[src/rtl/riscv_pkg.sv]
// Shared register-file geometry and scoreboard defaults.
// Imported by the hazard unit and its comparator.
package riscv_pkg;

    localparam int REG_ADDR_W  = 5;
    localparam int NUM_REGS    = 32;
    localparam int MAX_LOP_DEF = 2;

    typedef logic [REG_ADDR_W-1:0] reg_addr_t;
    typedef logic [NUM_REGS-1:0]   reg_vec_t;

    function automatic reg_vec_t reg_onehot(input reg_addr_t a);
        reg_vec_t v;
        v    = '0;
        v[a] = 1'b1;
        return v;
    endfunction

endpackage

[src/rtl/load_use_detect.sv]
// Load-use comparator: ID source matches the destination of a load in EX.
// x0 never creates a dependence.
module load_use_detect
    import riscv_pkg::*;
(
    input  logic                  MemRead_ex,
    input  logic [REG_ADDR_W-1:0] rdAddr_ex,
    input  logic                  rs1Used_id,
    input  logic [REG_ADDR_W-1:0] rs1Addr_id,
    input  logic                  rs2Used_id,
    input  logic [REG_ADDR_W-1:0] rs2Addr_id,
    output logic                  load_use
);

    logic hit1;
    logic hit2;

    assign hit1 = rs1Used_id && (rs1Addr_id == rdAddr_ex);
    assign hit2 = rs2Used_id && (rs2Addr_id == rdAddr_ex);

    assign load_use = MemRead_ex
                   && (rdAddr_ex != '0)
                   && (hit1 || hit2);

endmodule

[src/rtl/scoreboard_hazard.sv]
// ID-stage hazard unit: load-use interlock plus a busy-bit scoreboard
// tracking outstanding long-latency (MDU) writes.
module scoreboard_hazard
    import riscv_pkg::*;
#(
    parameter int MAX_LOP = MAX_LOP_DEF
) (
    input  logic                  clk,
    input  logic                  rst_n,
    input  logic                  valid_id,
    input  logic                  flush,
    input  logic [REG_ADDR_W-1:0] rs1Addr_id,
    input  logic [REG_ADDR_W-1:0] rs2Addr_id,
    input  logic                  rs1Used_id,
    input  logic                  rs2Used_id,
    input  logic                  RegWrite_id,
    input  logic [REG_ADDR_W-1:0] rdAddr_id,
    input  logic                  LongOp_id,
    input  logic                  MemRead_ex,
    input  logic [REG_ADDR_W-1:0] rdAddr_ex,
    input  logic                  lwb_valid,
    input  logic [REG_ADDR_W-1:0] lwb_rdAddr,
    output logic                  stall_id,
    output logic                  issue_id,
    output logic [NUM_REGS-1:0]   busy_vec,
    output logic [1:0]            lop_count,
    output logic                  sb_err
);

    reg_vec_t   busy_q, busy_d;
    logic [1:0] lop_q, lop_d;
    logic       err_q, err_d;

    logic load_use;
    logic raw_busy;
    logic waw_busy;
    logic struct_full;
    logic live;
    logic lop_inc;
    logic set_en;
    logic clr_en;
    logic lwb_bad;

    load_use_detect u_lud (
        .MemRead_ex (MemRead_ex),
        .rdAddr_ex  (rdAddr_ex),
        .rs1Used_id (rs1Used_id),
        .rs1Addr_id (rs1Addr_id),
        .rs2Used_id (rs2Used_id),
        .rs2Addr_id (rs2Addr_id),
        .load_use   (load_use)
    );

    // Hazards look only at registered state: no writeback bypass.
    assign raw_busy = (rs1Used_id && busy_q[rs1Addr_id])
                   || (rs2Used_id && busy_q[rs2Addr_id]);
    assign waw_busy = RegWrite_id && busy_q[rdAddr_id];
    assign struct_full = LongOp_id && (lop_q == 2'(MAX_LOP));

    assign live = rst_n && valid_id && !flush;
    assign stall_id = live
                   && (load_use || raw_busy || waw_busy || struct_full);
    assign issue_id = live && !stall_id;

    assign lop_inc = issue_id && LongOp_id;
    assign set_en = lop_inc && RegWrite_id && (rdAddr_id != '0);
    assign clr_en = lwb_valid && (lwb_rdAddr != '0);

    // x0 writebacks are legal returns of long ops that targeted x0.
    assign lwb_bad = lwb_valid
                  && ((lop_q == 2'd0)
                   || ((lwb_rdAddr != '0) && !busy_q[lwb_rdAddr]));

    always_comb begin
        busy_d = busy_q;
        if (clr_en) begin
            busy_d = busy_d & ~reg_onehot(lwb_rdAddr);
        end
        if (set_en) begin
            busy_d = busy_d | reg_onehot(rdAddr_id);
        end
        busy_d[0] = 1'b0;

        lop_d = lop_q;
        if (lop_inc && !lwb_valid) begin
            lop_d = lop_q + 2'd1;
        end else if (!lop_inc && lwb_valid && (lop_q != 2'd0)) begin
            lop_d = lop_q - 2'd1;
        end

        err_d = err_q || lwb_bad;
    end

    always_ff @(posedge clk) begin
        if (!rst_n) begin
            busy_q <= '0;
            lop_q  <= 2'd0;
            err_q  <= 1'b0;
        end else begin
            busy_q <= busy_d;
            lop_q  <= lop_d;
            err_q  <= err_d;
        end
    end

    assign busy_vec  = busy_q;
    assign lop_count = lop_q;
    assign sb_err    = err_q;

endmodule

[config.mk]
export PLATFORM = sky130hd
export DESIGN_NAME = scoreboard_hazard
export DESIGN_NICKNAME = d
export VERILOG_FILES = /design/src/rtl/riscv_pkg.sv /design/src/rtl/load_use_detect.sv /design/src/rtl/scoreboard_hazard.sv
export SDC_FILE = /design/constraint.sdc
export NUM_CORES = 1
export LEC_CHECK = 0
export CAP_MARGIN = 25
export CORE_ASPECT_RATIO = 0.8
export CORE_MARGIN = 2
export CORE_UTILIZATION = 39
export DETAILED_ROUTE_END_ITERATION = 10
export DONT_BUFFER_PORTS = 1
export SYNTH_ARGS = -nofsm -noshare
export SYNTH_HDL_FRONTEND = slang
export SYNTH_SLANG_ARGS = --single-unit
[constraint.sdc]
create_clock -name clk -period 7.1 [get_ports clk]
set_input_delay 1.42 -clock clk [delete_from_list [all_inputs] [get_ports clk]]
set_output_delay 1.42 -clock clk [all_outputs]
set_load 0.005 [all_outputs]
== Word level (Yosys, flattened, before mapping) ==
Index checks and enable logic that the tools add are counted.
W data, S select, Z words.
Storage, ports and cells
  flip-flop bits (word level): 35
  word-level logic and storage cells: 75
  output and inout bits: 37
  input bits: 35
Operators by class
  $lt $le $gt $ge: 6
  multiplexer cells: 16
  equality and inequality tests: 3
  bitwise logic cells: 3
  add/subtract/negate cells: 2
  reduce and logical (&&, ||, !) cells: 41
Operators with widths (count)
  $mux W32: 2
  $and A32 B32 Y32: 1
  $not A32 Y32: 1
  $or A32 B32 Y32: 1
  $lt A5 B6 Y1 const B: 4
  $logic_and A1 B1 Y1: 23
  $bmux W1 S5: 4
  $reduce_bool A5 Y1: 3
  $demux W1 S5: 2
  $eq A5 B5 Y1: 2
  $ge A5 B1 Y1 const B: 2
  $logic_or A1 B1 Y1: 7
  $mux W1: 6
  $logic_not A1 Y1: 5
  $mux W2: 2
  $reduce_bool A2 Y1: 2
  $add A2 B1 Y2 const B: 1
  $eq A2 B2 Y1 const B: 1
  $logic_not A2 Y1: 1
  $sub A2 B1 Y2 const B: 1

== Longest topological paths before layout ==
Gate-level depths: netlist of run 1.
  depth in word-level cells: 16
  depth in mapped cells: 11
  gate-level depth less buffers: 8

== Cells and area by module ==
Synthesis of run 1 repeated with hierarchy kept, for this count alone.
Second synthesis, totals
  cells, all modules: 331
  area, all modules: 3204.3 um^2
Modules (own cells, without submodules)
  scoreboard_hazard: area an instance 3070.4 um^2, times used 1, seq. area each 680.7 um^2, cells each 314
  load_use_detect: area an instance 133.9 um^2, times used 1, seq. area each 0.0 um^2, cells each 17

== Least setup slack after synthesis of run 1 ==
OpenSTA, ideal clock, no wires.
  path kind: input to output
  start point: input rdAddr_id[1]
  end point: output issue_id
  slack: 2469 ps
  buffers on the path: 2
  data required time: 5680 ps
  data arrival time: 3211 ps
  stages: 8
  cell sequence: buf_4 -> buf_1 -> mux2i_1 -> o22ai_1 -> o311a_1 -> nor4_4 -> nand2_1 -> nor2_1
On the way
  longest elaborated chain between the ends: 8
Ends and longest elaborated chain
  start, declared: line scoreboard_hazard.sv:17  | input logic [REG_ADDR_W-1:0] rdAddr_id,
  $bmux W1 S5: line scoreboard_hazard.sv:57  | assign waw_busy = RegWrite_id && busy_q[rdAddr_id];
  $mux W1 (not written as such): line scoreboard_hazard.sv:57
  $logic_and A1 B1 Y1: line scoreboard_hazard.sv:57
  $logic_or A1 B1 Y1 (2 in a row): line scoreboard_hazard.sv:62  | && (load_use || raw_busy || waw_busy || struct_full);
  $logic_and A1 B1 Y1: line scoreboard_hazard.sv:62
  $logic_not A1 Y1: line scoreboard_hazard.sv:63  | assign issue_id = live && !stall_id;
  $logic_and A1 B1 Y1: line scoreboard_hazard.sv:63
  end, declared: line scoreboard_hazard.sv:24  | output logic issue_id,
No other way between the ends. The select of a mux whose other input is x is not followed.

== Worst setup path in the final report of run 1 ==
  start point: input rdAddr_id[4]
  end point: output issue_id
Same word-level chain as after synthesis.

==> flow_metrics.py, run 1 <==
metrics = {
    "outcome": {
        "status": "complete, no violations",
    },
    "timing": {
        "worst_pin_slew_ps": 783,
        "rsz0062_at_grt": "false",
        "tns_ps": 0,
        "post-route-min-period_ps": 4550,
        "slew_viol_final": 0,
        "clock.fmax_mhz": 220,
        "clock_skew_ps": 10.1,
        "hold_viol": 0,
        "setup_viol": 0,
        "maxSlewHeadroom_pct": 47.4,
        "setup_ws_ps": 2550,
        "fin_hold_ws_ps": 510,
        "finalCritPeriodShare_pct": 64.1,
    },
    "worst_setup_path": {
        "crit_chain": "nand3b_1, o22ai_1, a311o_1, o311a_1, nor4_4, nand2_1, nor2_1",
        "worstPathMaxFanout": 9,
        "cp_slowest_cell": "nor4_4",
        "worstPathRequired_ps": 5680,
        "critical_path_class": "in -> out",
        "arrival_ps": 3130,
        "worstSetupEndpointType": "output port",
        "slowest_delay_ps": 390,
        "cp-start-kind": "input pin",
    },
    "die": {
        "core-area_mm2": 0.00699,
        "num_rows": 27,
        "io_pins": 72,
        "die_area_mm2": 0.00803,
        "die_width_um": 99.7,
        "initial_utilization_pct": 40.9,
        "fp.dieH_um": 80.6,
    },
    "synthesis": {
        "syn_area_mm2": 0.00286,
        "synth_edf_count": 0,
        "ys_seq_elements": 34,
        "synth_top_cell_by_area": "dfxtp_1",
        "synth_top_area_share_pct": 23.8,
        "yosysSeqAreaShare_pct": 23.8,
        "synth_ff_type": "dfxtp_1",
        "synthTopCellsByArea": "dfxtp_1, mux4_2, mux2i_1",
        "netlist_instances": 300,
        "synth_warnings": 0,
        "syn_nets": 335,
        "async_flop_share_pct": 0,
        "synth.distinct_cells": 58,
        "syn_avg_cell_area_um2": 9.53,
    },
    "clock_tree": {
        "cts_resized": 0,
        "tritoncts": "done",
        "insertion_delay_ps": 290,
        "clockBufferDepth": 2,
        "cts.clk_slew.worst_paths_ps": 70,
        "post-cts-setup-buffers": 0,
        "clock-sinks": 34,
        "root_buffer": "clkbuf_8",
        "cts_buffers": 5,
        "hold_buffers": 0,
        "htreeDepth": 2,
    },
    "route": {
        "post_drt_via_cell_ratio": 7.07,
        "detail-route-antenna-nets": 0,
        "drcViolationCount": 0,
        "routed_wl_um": 9310,
        "vias": 2607,
        "dr.pass1.iters": 5,
        "wl_per_cell_um": 25.2,
        "drt_iter0_drc": 340,
    },
    "placement": {
        "place_inst": 361,
        "pre_cts_slack_ps": 2590,
        "dpl_cell_area_mm2": 0.00283,
        "io_buffers": 0,
        "dpl.hpwl_um": 6810,
        "gp_congestion": 0.910,
    },
    "global_route": {
        "grt_pass1_vias": 2466,
        "grt_max_degree": 34,
        "overflow": 0,
        "grt_antenna_before_repair": 0,
        "grt_pass1_wl_um": 14300,
        "grtUsageTotal_pct": 23.5,
    },
    "power_and_ir_drop": {
        "p_leak_nw": 0.970,
        "p_per_area_mw_per_mm2": 132,
        "ir_worst_vdd_mv": 0.0742,
        "intPower_mw": 0.291,
        "p_clk_share_pct": 39.2,
        "swShare_pct": 24.3,
        "p_total_mw": 0.384,
        "p_sw_mw": 0.0931,
        "pwr-share-comb_pct": 10.8,
        "power_frac_seq_pct": 50.1,
    },
    "cells_and_area": {
        "final_cell_area_mm2": 0.00292,
        "final_cell_mix": "dfxtp_1, mux2i_1, o211ai_1",
        "final_common_cell": "dfxtp_1",
        "fin_nets": 316,
        "fin_util_pct": 41.7,
        "instances_no_fill": 369,
        "syn2layout_area_growth_pct": 2.10,
        "drive_gt1_share_pct": 17.7,
        "diodes": 0,
    },
    "job": {
        "max_cap_violations": 0,
    },
    "worst_hold_path": {
        "hold_path_class": "reg -> reg",
    },
}
-- path summary, 6_finish.rpt --
kind / slack, ps / cells after the start / startpoint / endpoint
setup reg to reg: 4110 / 8 / busy_vec[13] / busy_vec[17]
hold / removal: 510 / 2 / sb_err / sb_err
setup / recovery: 2550 / 7 / rdAddr_id[4] / issue_id
hold reg to reg: 510 / 2 / sb_err / sb_err
-- state kept, by name, indices dropped and copies added (netlist names) --
name and cells:
busy_vec 31, sb_err 1, lop_count 2
-- cell usage after synthesis (all sizes together), types with 6 or more instances --
master / count
o211ai: 22
mux2i: 22
dfxtp: 34
xnor2: 10
o31ai: 7
nand2: 18
nor2: 17
mux4: 20
o22ai: 6
nor2b: 8
clkbuf: 14
o21ai: 18
nand3b: 7
inv: 8
buf: 12
-- layout make-up --
type                    count  area, um^2
clock buffers               7        86.3
clock inverters             1        5.00
fillers                   688        4080
inverters                   8        30.0
multi-input cells         232        2010
flip-flops and latches     34         681
well taps                  87         109
-- cells by family after synthesis --
kind of cell	count (synthesis)	synth area share (%)
AOI/OAI and AO/OA	90	24.1
xor gates and xnor gates	11	3.37
buffers and inverters	34	5.95
DFF	34	23.8
and+or+nand+nor	84	17.6
muxes	46	25.0
other	1	0.131
-- power groups by stage --
stage | registers [mW] | clock network [mW] | logic, mW
CTS | 0.192 | 0.155 | 0.0405
floorplan | 0.196 | 0 | 0.0521
global route | 0.192 | 0.161 | 0.0442
finish | 0.192 | 0.150 | 0.0413
global placement | 0.197 | 0 | 0.0403
detailed placement | 0.197 | 0 | 0.0403
-- layer usage --
| metal | routed length [um] | GRT usage, % | vias up |
|---|---|---|---|
| li1 | - | - | 1140 |
| met1 | 4070 | 33.8 | 1259 |
| met2 | 3980 | 34.5 | 189 |
| met3 | 1090 | 6.61 | 19 |
| met4 | 174 | 6.44 | 0 |
| met5 | 0 | 0 | - |
-- critical path, delay by kind of cell --
family             cells  cell delay [ps]
AOI/OAI and AO/OA      3              850
and+or+nand+nor        4              860
Power figures use the tool's default switching activity.
==> run 2, diff against run 1 <==
Clock period 7.1 ns to 3.9 ns, I/O delays scaled along.
==> flow_metrics.py, run 2 (same netlist as run 1, synthesis figures left out) <==
metrics = {
    "outcome": {
        "status": "complete, no violations",
    },
    "timing": {
        "rsz0062_at_grt": "false",
        "slew_viol_final": 0,
        "maxSlewHeadroom_pct": 55.7,
        "setup_viol": 0,
        "clock_skew_ps": 7.86,
        "tns_ps": 0,
        "clock.fmax_mhz": 305,
        "post-route-min-period_ps": 3280,
        "worst_pin_slew_ps": 661,
        "finalCritPeriodShare_pct": 84.1,
        "hold_viol": 0,
    },
    "die": {
        "core-area_mm2": 0.00699,
        "fp.dieH_um": 80.6,
        "initial_utilization_pct": 40.9,
        "num_rows": 27,
        "die_width_um": 99.7,
        "die_area_mm2": 0.00803,
        "io_pins": 72,
    },
    "route": {
        "wl_per_cell_um": 25.5,
        "vias": 2587,
        "drt_iter0_drc": 340,
        "routed_wl_um": 9500,
        "dr.pass1.iters": 5,
        "drcViolationCount": 0,
        "post_drt_via_cell_ratio": 6.95,
        "detail-route-antenna-nets": 0,
    },
    "worst_setup_path": {
        "worstPathMaxFanout": 9,
        "slowest_delay_ps": 410,
        "setup.worst_path.end": "issue_id",
        "timing.rr.end": "busy_vec[13]",
        "cp.depth": 7,
        "cp_top_family": "simple AND/OR/NAND/NOR gates",
        "critical_path_class": "in -> out",
        "cp_slowest_cell": "nor4_4",
        "worstPathRequired_ps": 3120,
        "reg2reg_from": "busy_vec[15]",
        "cp-start-kind": "input pin",
        "ff2ff_setup_slack_ps": 940,
        "arrival_ps": 2500,
        "critPathBufInv": 0,
        "r2r_cells": 8,
        "worstSetupEndpointType": "output port",
        "setup.worst_path.start": "rdAddr_id[3]",
        "crit_chain": "or3b_1, o22ai_1, a311o_1, o311a_1, nor4_4, nand2_1, nor2_1",
    },
    "cells_and_area": {
        "drive_gt1_share_pct": 18.9,
        "final_common_cell": "dfxtp_1",
        "final_cell_area_mm2": 0.00294,
        "syn2layout_area_growth_pct": 3.02,
        "largest_reg_flops": 31,
        "final_cell_mix": "dfxtp_1, mux2i_1, o211ai_1",
        "fin_nets": 319,
        "diodes": 0,
    },
    "clock_tree": {
        "cts.clk_slew.worst_paths_ps": 70,
        "cts_resized": 0,
        "clockBufferDepth": 2,
        "post-cts-setup-buffers": 0,
        "clock-sinks": 34,
        "root_buffer": "clkbuf_8",
        "insertion_delay_ps": 290,
        "htreeDepth": 2,
        "cts_buffers": 5,
        "hold_buffers": 0,
        "tritoncts": "done",
    },
    "global_route": {
        "grt_antenna_before_repair": 0,
        "grt_max_degree": 34,
        "grt_pass1_wl_um": 14900,
        "grt_pass1_vias": 2459,
        "grtUsageTotal_pct": 24.7,
        "overflow": 0,
    },
    "job": {
        "max_cap_violations": 0,
    },
    "power_and_ir_drop": {
        "pwr-share-comb_pct": 11.1,
        "p_clk_share_pct": 39.3,
        "intPower_mw": 0.530,
        "p_per_area_mw_per_mm2": 240,
        "p_sw_mw": 0.176,
        "p_leak_nw": 0.983,
        "ir_worst_vdd_mv": 0.170,
        "swShare_pct": 24.9,
        "p_total_mw": 0.706,
        "power_frac_seq_pct": 49.6,
    },
    "placement": {
        "dpl.hpwl_um": 7110,
        "gp_congestion": 0.921,
        "dpl_cell_area_mm2": 0.00285,
        "io_buffers": 0,
    },
    "worst_hold_path": {
        "hold_path_class": "reg -> reg",
    },
}
[run 2: cell count changes in the layout (fill, tap and decap cells not counted), sizes merged]
cell / delta
clkbuf: -1
clkinvlp: +1
buf: +3
[run 2: how the worst min path moves through the flow]
| stage | startpoint | slack (ps) | cells past startpoint | end |
|---|---|---|---|---|
| 6_report | sb_err | 510 | 2 | sb_err |
| 5_1_grt | sb_err | 550 | 2 | sb_err |
| 4_1_cts | sb_err | 520 | 2 | sb_err |
| 3_5_place_dp | sb_err | 510 | 2 | sb_err |
| 3_3_place_gp | sb_err | 490 | 2 | sb_err |
| 2_1_floorplan | sb_err | 460 | 2 | sb_err |
[run 2: metrics by stage]
step / utilization, % / std cells / hold WS [ps] / setup WS [ps]
final: 42.1 / 372 / 514 / 620
after global routing: 42.1 / 372 / 555 / 465
after CTS: 42.1 / 372 / 523 / 648
after detailed placement: 40.7 / 364 / 507 / 566
after global placement: 40.7 / 364 / 492 / 632
after floorplan: - / 300 / 460 / 549
[run 2: metal layers]
metal | up-vias | track usage, % | routed length, um
met5 | - | 0 | 0
met4 | 0 | 6.71 | 87
met3 | 8 | 7.40 | 1140
met2 | 168 | 35.4 | 4150
met1 | 1265 | 35.6 | 4120
li1 | 1146 | - | -
[run 2: area by class of cell]
cell class	count	area (um^2)
fill	703	4050
clock inverter	2	12.5
timing repair buffer	3	22.5
tap	87	109
clock buffer	6	82.6
sequential	34	681
inverter	8	30.0
multi-input combinational	232	2010
[run 2: worst reg2reg max path, cell delays in order, from the launching register on]
cell      delay [ps]
dfxtp_1          400
mux4_2           490
nand2b_1         150
and4b_4          200
o311ai_4         330
nor3b_4          300
nand2_2          140
or3_1            590
o31ai_2          260
[run 2: power groups by stage]
stage	clock, mW	combinational [mW]	sequential (mW)
4_1_cts	0.281	0.0774	0.350
2_1_floorplan	0	0.0949	0.357
5_1_grt	0.298	0.0845	0.350
3_3_place_gp	0	0.0762	0.358
3_5_place_dp	0	0.0768	0.358
6_report	0.278	0.0783	0.350
